`src/rtl/ps2_host_tx.sv`:
```
// PS/2 host-to-device transmitter: request-to-send, then shifts a command byte out on device clock edges.
// Open-drain style: *_oe=1 means pull the line low; the top level turns that into 1'b0 / 1'bz.
`timescale 1ns/1ps
module ps2_host_tx #(
  parameter int INHIBIT_CYCLES = 6000,
  parameter int START_TIMEOUT  = 750000,
  parameter int FRAME_TIMEOUT  = 100000,
  parameter int FILTER_CYCLES  = 8
) (
  input  logic       clock,
  input  logic       reset,
  input  logic [7:0] tx_data,
  input  logic       tx_valid,
  output logic       tx_ready,
  output logic       tx_busy,
  output logic       tx_done,
  output logic       tx_error,
  input  logic       ps2_clk_in,
  input  logic       ps2_dat_in,
  output logic       ps2_clk_oe,
  output logic       ps2_dat_oe,
  output logic [3:0] state_dbg
);

  localparam int TMAX_A = (INHIBIT_CYCLES > START_TIMEOUT) ? INHIBIT_CYCLES : START_TIMEOUT;
  localparam int TMAX   = (TMAX_A > FRAME_TIMEOUT) ? TMAX_A : FRAME_TIMEOUT;
  localparam int TW     = $clog2(TMAX + 1);
  localparam int FW     = $clog2(FILTER_CYCLES + 1);

  localparam logic [TW-1:0] INHIBIT_LAST = TW'(INHIBIT_CYCLES - 1);
  localparam logic [TW-1:0] START_LAST   = TW'(START_TIMEOUT - 1);
  localparam logic [TW-1:0] FRAME_LAST   = TW'(FRAME_TIMEOUT - 1);
  localparam logic [FW-1:0] FILTER_LAST  = FW'(FILTER_CYCLES - 1);

  typedef enum logic [3:0] {
    S_IDLE       = 4'd0,
    S_INHIBIT    = 4'd1,
    S_RTS        = 4'd2,
    S_WAIT_START = 4'd3,
    S_DATA       = 4'd4,
    S_ACK        = 4'd5,
    S_WAIT_IDLE  = 4'd6,
    S_DONE       = 4'd7,
    S_ERR        = 4'd8
  } state_t;

  state_t        state;
  logic [TW-1:0] timer;
  logic [TW-1:0] timer_inc;
  logic [3:0]    bitcnt;
  logic [9:0]    shift;

  logic          clk_s1, clk_s2, dat_s1, dat_s2;
  logic          clk_filt;
  logic [FW-1:0] filt_cnt;
  logic          fall;

  assign state_dbg = state;
  assign timer_inc = (&timer) ? timer : timer + 1'b1;

  // Synchronizers idle high like the bus; a clock level change is accepted
  // only after FILTER_CYCLES consecutive cycles of the new level.
  always_ff @(posedge clock or posedge reset) begin
    if (reset) begin
      clk_s1   <= 1'b1;
      clk_s2   <= 1'b1;
      dat_s1   <= 1'b1;
      dat_s2   <= 1'b1;
      clk_filt <= 1'b1;
      filt_cnt <= '0;
      fall     <= 1'b0;
    end else begin
      clk_s1 <= ps2_clk_in;
      clk_s2 <= clk_s1;
      dat_s1 <= ps2_dat_in;
      dat_s2 <= dat_s1;
      fall   <= 1'b0;
      if (clk_s2 == clk_filt) begin
        filt_cnt <= '0;
      end else if (filt_cnt == FILTER_LAST) begin
        filt_cnt <= '0;
        clk_filt <= clk_s2;
        fall     <= ~clk_s2;
      end else begin
        filt_cnt <= filt_cnt + 1'b1;
      end
    end
  end

  // Handshake: a byte is taken on any rising clock edge where tx_valid && tx_ready;
  // tx_ready is high only in IDLE, so tx_valid is ignored for the whole transfer.
  always_ff @(posedge clock or posedge reset) begin
    if (reset) begin
      state      <= S_IDLE;
      timer      <= '0;
      bitcnt     <= '0;
      shift      <= '0;
      tx_ready   <= 1'b1;
      tx_busy    <= 1'b0;
      tx_done    <= 1'b0;
      tx_error   <= 1'b0;
      ps2_clk_oe <= 1'b0;
      ps2_dat_oe <= 1'b0;
    end else begin
      tx_done  <= 1'b0;
      tx_error <= 1'b0;
      case (state)
        S_IDLE: begin
          if (tx_valid && tx_ready) begin
            shift      <= {1'b1, ~^tx_data, tx_data};
            timer      <= '0;
            bitcnt     <= '0;
            state      <= S_INHIBIT;
            tx_ready   <= 1'b0;
            tx_busy    <= 1'b1;
            ps2_clk_oe <= 1'b1;
            ps2_dat_oe <= 1'b0;
          end
        end
        S_INHIBIT: begin
          if (timer == INHIBIT_LAST) begin
            timer      <= '0;
            state      <= S_RTS;
            ps2_dat_oe <= 1'b1;
          end else begin
            timer <= timer_inc;
          end
        end
        S_RTS: begin
          timer      <= '0;
          state      <= S_WAIT_START;
          ps2_clk_oe <= 1'b0;
        end
        S_WAIT_START: begin
          if (fall) begin
            ps2_dat_oe <= ~shift[0];
            bitcnt     <= 4'd1;
            timer      <= '0;
            state      <= S_DATA;
          end else if (timer == START_LAST) begin
            state      <= S_ERR;
            tx_error   <= 1'b1;
            ps2_clk_oe <= 1'b0;
            ps2_dat_oe <= 1'b0;
          end else begin
            timer <= timer_inc;
          end
        end
        S_DATA: begin
          if (timer == FRAME_LAST) begin
            state      <= S_ERR;
            tx_error   <= 1'b1;
            ps2_clk_oe <= 1'b0;
            ps2_dat_oe <= 1'b0;
          end else begin
            timer <= timer_inc;
            if (fall) begin
              // bitcnt 9 places the stop bit (shift[9]=1 -> line released)
              ps2_dat_oe <= ~shift[bitcnt];
              bitcnt     <= bitcnt + 4'd1;
              if (bitcnt == 4'd9) state <= S_ACK;
            end
          end
        end
        S_ACK: begin
          ps2_dat_oe <= 1'b0;
          if (timer == FRAME_LAST) begin
            state      <= S_ERR;
            tx_error   <= 1'b1;
            ps2_clk_oe <= 1'b0;
          end else begin
            timer <= timer_inc;
            if (fall) begin
              if (!dat_s2) begin
                state <= S_WAIT_IDLE;
              end else begin
                state      <= S_ERR;
                tx_error   <= 1'b1;
                ps2_clk_oe <= 1'b0;
              end
            end
          end
        end
        S_WAIT_IDLE: begin
          if (timer == FRAME_LAST) begin
            state      <= S_ERR;
            tx_error   <= 1'b1;
            ps2_clk_oe <= 1'b0;
            ps2_dat_oe <= 1'b0;
          end else begin
            timer <= timer_inc;
            if (clk_filt && dat_s2) begin
              state   <= S_DONE;
              tx_done <= 1'b1;
            end
          end
        end
        S_DONE, S_ERR: begin
          state      <= S_IDLE;
          timer      <= '0;
          bitcnt     <= '0;
          tx_ready   <= 1'b1;
          tx_busy    <= 1'b0;
          ps2_clk_oe <= 1'b0;
          ps2_dat_oe <= 1'b0;
        end
        default: begin
          state      <= S_IDLE;
          timer      <= '0;
          bitcnt     <= '0;
          tx_ready   <= 1'b1;
          tx_busy    <= 1'b0;
          ps2_clk_oe <= 1'b0;
          ps2_dat_oe <= 1'b0;
        end
      endcase
    end
  end

endmodule
```
`config.mk`:
```
export PLATFORM = sky130hd
export DESIGN_NAME = ps2_host_tx
export DESIGN_NICKNAME = d
export VERILOG_FILES = /design/src/rtl/ps2_host_tx.sv
export SDC_FILE = /design/constraint.sdc
export NUM_CORES = 1
export LEC_CHECK = 0
export CAP_MARGIN = 5
export CELL_PAD_IN_SITES_DETAIL_PLACEMENT = 1
export CELL_PAD_IN_SITES_GLOBAL_PLACEMENT = 1
export CORE_MARGIN = 4
export CORE_UTILIZATION = 46
export CTS_CLUSTER_DIAMETER = 80
export DETAILED_ROUTE_END_ITERATION = 6
export PLACE_DENSITY = 0.79
export RECOVER_POWER = 25
export SETUP_SLACK_MARGIN = 0.15
export SLEW_MARGIN = 30
export SYNTH_ARGS = -nofsm -noshare
export SYNTH_HDL_FRONTEND = slang
export SYNTH_SLANG_ARGS = --single-unit
```
`constraint.sdc`:
```
create_clock -name clock -period 2.7 [get_ports clock]
set_input_delay 0.675 -clock clock [delete_from_list [all_inputs] [get_ports clock]]
set_output_delay 0.675 -clock clock [all_outputs]
set_load 0.02 [all_outputs]
```
==> flow_summary.json, run 1 <==
{
  "rsz0062_at_grt": "no",
  "post-place-cells": 412,
  "gp_congestion": 0.859,
  "synth_top_area_frac": 0.390,
  "routedWlPerCell_um": 18.2,
  "grt_use_total": 0.192,
  "max_freq_mhz": 410,
  "drv_cap": 0,
  "overflow": 0,
  "synth_edf_count": 0,
  "crit_chain": "or4_4 > nor4_4 > a31oi_2 > o21bai_4 > nor3b_2 > buf_4 > nor3_1",
  "synthFlopType": "dfrtp_1",
  "cts_buffers": 5,
  "clk_path_buf_depth": 2,
  "synthTopCellsByArea": "dfrtp_1 (39%), dfstp_2 (5.1%), mux2_2 (4.4%)",
  "grt_pass1_wl_um": 12800,
  "cp.required_ps": 2890,
  "worstSetupPathType": "register to register",
  "cts_hold_buf": 0,
  "cts.reportedPaths.clkPinSlew_ps": 100,
  "syn_nets": 330,
  "finalNetCount": 363,
  "synthToLayoutAreaGrowth_pct": 17.4,
  "vias_per_cell": 6.03,
  "io_pins": 23,
  "syn-mean-instance-area_sq_um": 9.83,
  "path_max_fanout": 16,
  "synth_warnings": 0,
  "antenna_cells": 0,
  "grt_max_degree": 35,
  "first_global_vias": 2602,
  "syn_area_sq_um": 3080,
  "hpwl_um": 5710,
  "ir_drop_mv": 0.259,
  "cp-end-kind": "register",
  "drv_slew": 0,
  "clock_latency_ps": 310,
  "antenna_found_initial": 0,
  "ys_seq_area_frac": 0.441,
  "instances_no_fill": 424,
  "setup_violations": 0,
  "synth_cell_types": 61,
  "cp_slowest_cell": "or4_4",
  "skew_ps": 11.0,
  "hold_viol": 0,
  "num_vias": 2557,
  "critPathMaxStageDelay_ps": 550,
  "coreArea_sq_um": 6420,
  "path_delay_family": "simple AND/OR/NAND/NOR gates",
  "initial_core_util": 0.479,
  "powerDensity_nw_per_um2": 422,
  "crit_buf_inv": 1,
  "first_pass_iters": 4,
  "hold_slack_ps": 361,
  "maxSlewHeadroom": 0.439,
  "dieWidth_um": 89.8,
  "total_power_mw": 1.52,
  "tns_ps": 0,
  "cp-start-kind": "register",
  "fp.dieH_um": 89.8,
  "htreeDepth": 2,
  "antenna_left": 0,
  "clock-sinks": 54,
  "yosysTopAreaCell": "dfrtp_1",
  "cts_tree": "yes",
  "period_minus_slack_ps": 2440,
  "ys_seq_elements": 54,
  "status": "finished clean",
  "first_iter_violations": 75,
  "io_buffers": 22,
  "synthesis.instances": 313,
  "rows": 29,
  "cts_root_buf": "clkbuf_8",
  "synthArstFlopShare": 1.00,
  "drive_gt1_frac": 0.176,
  "tightestPinTransition_ps": 840,
  "die_area_sq_um": 8060,
  "arrival_ps": 2630,
  "p_leak_nw": 1.49,
  "wirelength_um": 7700,
  "hp-class": "register to register",
  "drc_errors": 0,
  "fin_crit_sh": 0.903
}
[layer usage]
metal	vias up	routed length, um	global-route usage
li1	1217	-	-
met5	-	0	0
met1	1299	3560	0.249
met4	0	84	0.0562
met2	34	3900	0.335
met3	7	160	0.0284
[path summary, 6_finish.rpt]
check,from,end,slack [ps],depth (start not counted)
worst min-delay path,clk_s1,clk_s2,360,0
min in group asynchronous,reset,shift[3],960,2
worst min register to register,clk_s1,clk_s2,360,0
worst max register to register,timer[19],timer[4],260,7
max in group asynchronous,reset,tx_ready,1000,3
worst max-delay path,timer[19],timer[4],260,7
[sequential cells by signal, indices dropped and copies added (netlist names), 4 cells and up]
signal     flops
shift         10
bitcnt         4
timer         20
filt_cnt       4
state_dbg      4
[what timing repair did]
item                       in CTS  in global routing
buffers inserted                0                  4
resized for setup               0                  7
setup endpoints to repair       0                 15
[power breakdown]
part | switching, mW | leakage [nW] | internal [mW]
combinational | 0.0540 | 0.745 | 0.0589
sequential | 0.0231 | 0.686 | 0.840
clock | 0.268 | 0.0554 | 0.279
[metrics by stage]
stage          utilization  setup slack, ps  area [sq um]
2_1_floorplan            -              445          3080
3_3_place_gp         0.537              179          3450
3_5_place_dp         0.537              133          3450
4_1_cts              0.554              192          3560
5_1_grt              0.562              145          3610
6_report             0.562              261          3610
[cells in the final DEF (no fill, tap or decap), types with 4 or more instances in the layout]
cell type / instances
nand2b_1: 4
nor3_1: 12
nor2b_1: 5
ha_1: 4
buf_4: 16
clkdlybuf4s50_1: 19
nor4_1: 5
nand2_1: 28
nand3_1: 10
a31oi_1: 4
nand4_1: 9
dfstp_2: 5
xor2_1: 6
a21oi_1: 20
inv_1: 7
and3_1: 5
clkbuf_8: 5
nor2_1: 29
dfrtp_1: 45
o21ai_0: 11
or3_1: 4
xnor2_1: 12
mux2i_1: 5
mux2_2: 12
[cells in the mapped netlist (6+ instances only)]
master    number
a21oi_1       20
o21ai_0       11
dfstp_2        6
clkbuf_1      10
mux2_2        12
nand4_1        9
nand3_1       10
nor2_1        29
dfrtp_1       48
xor2_1         6
nor3_1        12
nand2_1       28
inv_1          7
xnor2_1       12
[cell type report]
class	instances	area (sq um)
fill	730	2810
clock inverter	2	38.8
tap	77	96.3
sequential	54	1360
timing repair buffer	39	360
inverter	7	26.3
clock buffer	6	72.6
multi-input combinational	239	1660
[cell families (layout without fill, tap and decap cells)]
kind of cell / after synthesis / count (layout) / synth area share
compound gates: 61 / 61 / 0.141
xor+xnor: 18 / 18 / 0.0512
buf+inv: 20 / 54 / 0.0276
fa+ha+maj: 4 / 4 / 0.0163
simple gates: 136 / 136 / 0.244
flops: 54 / 54 / 0.441
mux: 20 / 20 / 0.0785
[worst reg2reg max path, delay by kind of cell, from the launching register on]
kind,cells,cell delay (ps)
buffers and inverters,1,230
DFF,1,450
and+or+nand+nor,4,1210
AOI/OAI and AO/OA,2,450
Note: power is estimated with default switching activity, not from simulation.
==> inputs of run 2 (changes only) <==
--- a/config.mk
+++ b/config.mk
@@ -10,8 +10,8 @@
 export CELL_PAD_IN_SITES_GLOBAL_PLACEMENT = 1
 export CORE_MARGIN = 4
-export CORE_UTILIZATION = 46
+export CORE_UTILIZATION = 30
 export CTS_CLUSTER_DIAMETER = 80
 export DETAILED_ROUTE_END_ITERATION = 6
-export PLACE_DENSITY = 0.79
+export PLACE_DENSITY = 0.55
 export RECOVER_POWER = 25
 export SETUP_SLACK_MARGIN = 0.15
==> constraint.sdc (replaced) <==
create_clock -name clock -period 2.7 [get_ports clock]
set_input_delay 0.675 -clock clock [delete_from_list [all_inputs] [get_ports clock]]
set_output_delay 0.675 -clock clock [all_outputs]
set_load 0.05 [all_outputs]
==> run 2 against run 1 <==
  * Fmax decreased by 2.5%
  * Via count decreased by 1.4%
  * Sequential cell count unchanged
  * Critical path depth decreased by 5
  * First-iteration DRC count decreased by 4.0%
  * Design area increased by 2.9%
  * Routed wire length increased by 6.3%
  * Setup slack got worse by 63 ps
  * Non-clock buffer count increased by 7
  * Register-to-register slack improved by 20 ps
  * Combinational power about the same
  * Sequential share of layout area decreased by 1.2 points
==> flow_summary.json, run 2 (synthesis results as in run 1) <==
{
  "status": "finished clean",
  "total_power_mw": 1.47,
  "max_freq_mhz": 400,
  "maxSlewHeadroom": 0.392,
  "first_global_vias": 2627,
  "die_area_sq_um": 11900,
  "mostFrequentLayoutCell": "dfrtp_1",
  "wl_met2_um": 3830,
  "hp-class": "register to register",
  "setup_ws_ps": 198,
  "m1WireLength_um": 4030,
  "synthToLayoutAreaGrowth_pct": 20.7,
  "worstSetupPathType": "register to primary output",
  "rsz0062_at_grt": "yes",
  "drive_gt1_frac": 0.181,
  "antenna_found_initial": 0,
  "drc_errors": 0,
  "postPlaceCellArea_sq_um": 3590,
  "wl_met3_um": 226,
  "first_iter_violations": 72,
  "cp-end-kind": "primary output",
  "overflow": 0,
  "initial_core_util": 0.312,
  "rr_startpoint": "timer[12]",
  "routedWlPerCell_um": 16.8,
  "powerDensity_nw_per_um2": 397,
  "p_leak_nw": 1.55,
  "grt_pass1_wl_um": 13700,
  "arrival_ps": 1830,
  "final_util": 0.377,
  "largest_register": "timer",
  "hold_viol": 0,
  "ir_drop_mv": 0.166,
  "min_from": "clk_s1",
  "num_vias": 2520,
  "path_max_fanout": 8,
  "antenna_left": 0,
  "startpoint": "state_dbg[3]",
  "io_buffers": 22,
  "dieWidth_um": 109,
  "drv_slew": 0,
  "fin_area_sq_um": 3720,
  "clock_latency_ps": 310,
  "reg.largest.list": "timer (20), shift (10)",
  "finalNetCount": 370,
  "fp.dieH_um": 109,
  "layout_common_cells": "dfrtp_1 (48), nor2_1 (29), nand2_1 (28), buf_4 (23), a21oi_1 (20)",
  "grt_use_total": 0.145,
  "cts_tree": "yes",
  "cp.required_ps": 2030,
  "grt_max_degree": 25,
  "first_pass_iters": 4,
  "clk_path_buf_depth": 2,
  "skew_ps": 9.20,
  "dp_slack_ps": 172,
  "cts_buffers": 5,
  "cts.reportedPaths.clkPinSlew_ps": 110,
  "cts_root_buf": "clkbuf_8",
  "fin_crit_sh": 0.927,
  "drv_cap": 0,
  "rows": 36,
  "cp-start-kind": "register",
  "gp_congestion": 0.806,
  "hpwl_um": 6260,
  "clock-sinks": 54,
  "top_layer_used": "met4",
  "setup_violations": 0,
  "coreArea_sq_um": 9860,
  "largest_reg_flops": 20,
  "vias_per_cell": 5.17,
  "htreeDepth": 2,
  "period_minus_slack_ps": 2500,
  "io_pins": 23,
  "tightestPinTransition_ps": 911,
  "tns_ps": 0,
  "antenna_cells": 0,
  "wirelength_um": 8190
}
-- run 2: cell count changes in the layout (fill, tap and decap cells not counted), sizes merged --
cell and change:
bufinv -1, buf +7, inv +1, clkinv -1, dlymetal6s2s +2, clkinvlp +1
clkdlybuf4s50 -2
-- run 2: path summary, 6_finish.rpt --
path | end | cells past startpoint | slack [ps]
max | state_dbg[3] | 2 | 200
max in group asynchronous | dat_s2 | 3 | 950
min reg2reg | clk_s2 | 0 | 350
min | clk_s2 | 0 | 350
min in group asynchronous | timer[8] | 2 | 990
max reg2reg | timer[19] | 7 | 280
-- run 2: final cells by class --
class                           count  area, sq um
Clock buffer                        6         82.6
Clock inverter                      2         16.3
Fill cell                        1112         6150
Inverter                            7         26.3
Multi-Input combinational cell    239         1650
Sequential cell                    54         1360
Tap cell                          133          166
Timing Repair Buffer               46          418
-- run 2: power breakdown --
part	leakage (nW)	internal, mW	switching, mW
registers	0.689	0.840	0.0218
clock network	0.0478	0.212	0.285
logic	0.815	0.0602	0.0554
total	1.55	1.11	0.362
-- run 2: critical path, cell delays in order (launching register included) --
cell and delay, ps:
dfrtp_1 490, buf_4 210, clkdlybuf4s50_1 810
-- run 2: repair_timing --
item | CTS | global route
setup buffers | 0 | 1
hold buffers | 0 | 0
endpoints found under the setup margin | 0 | 13
gates resized for setup | 0 | 4
-- run 2: routing by layer --
metal  GRT usage  up-vias
met3      0.0247       11
met5           0        -
met1       0.200     1248
met4      0.0401        0
met2       0.237       28
li1            -     1233
-- run 2: stage by stage --
step | hold slack [ps] | instances
3_3_place_gp | 348 | 478
5_1_grt | 364 | 487
6_report | 354 | 487
4_1_cts | 358 | 486
2_1_floorplan | 345 | 313
3_5_place_dp | 347 | 478
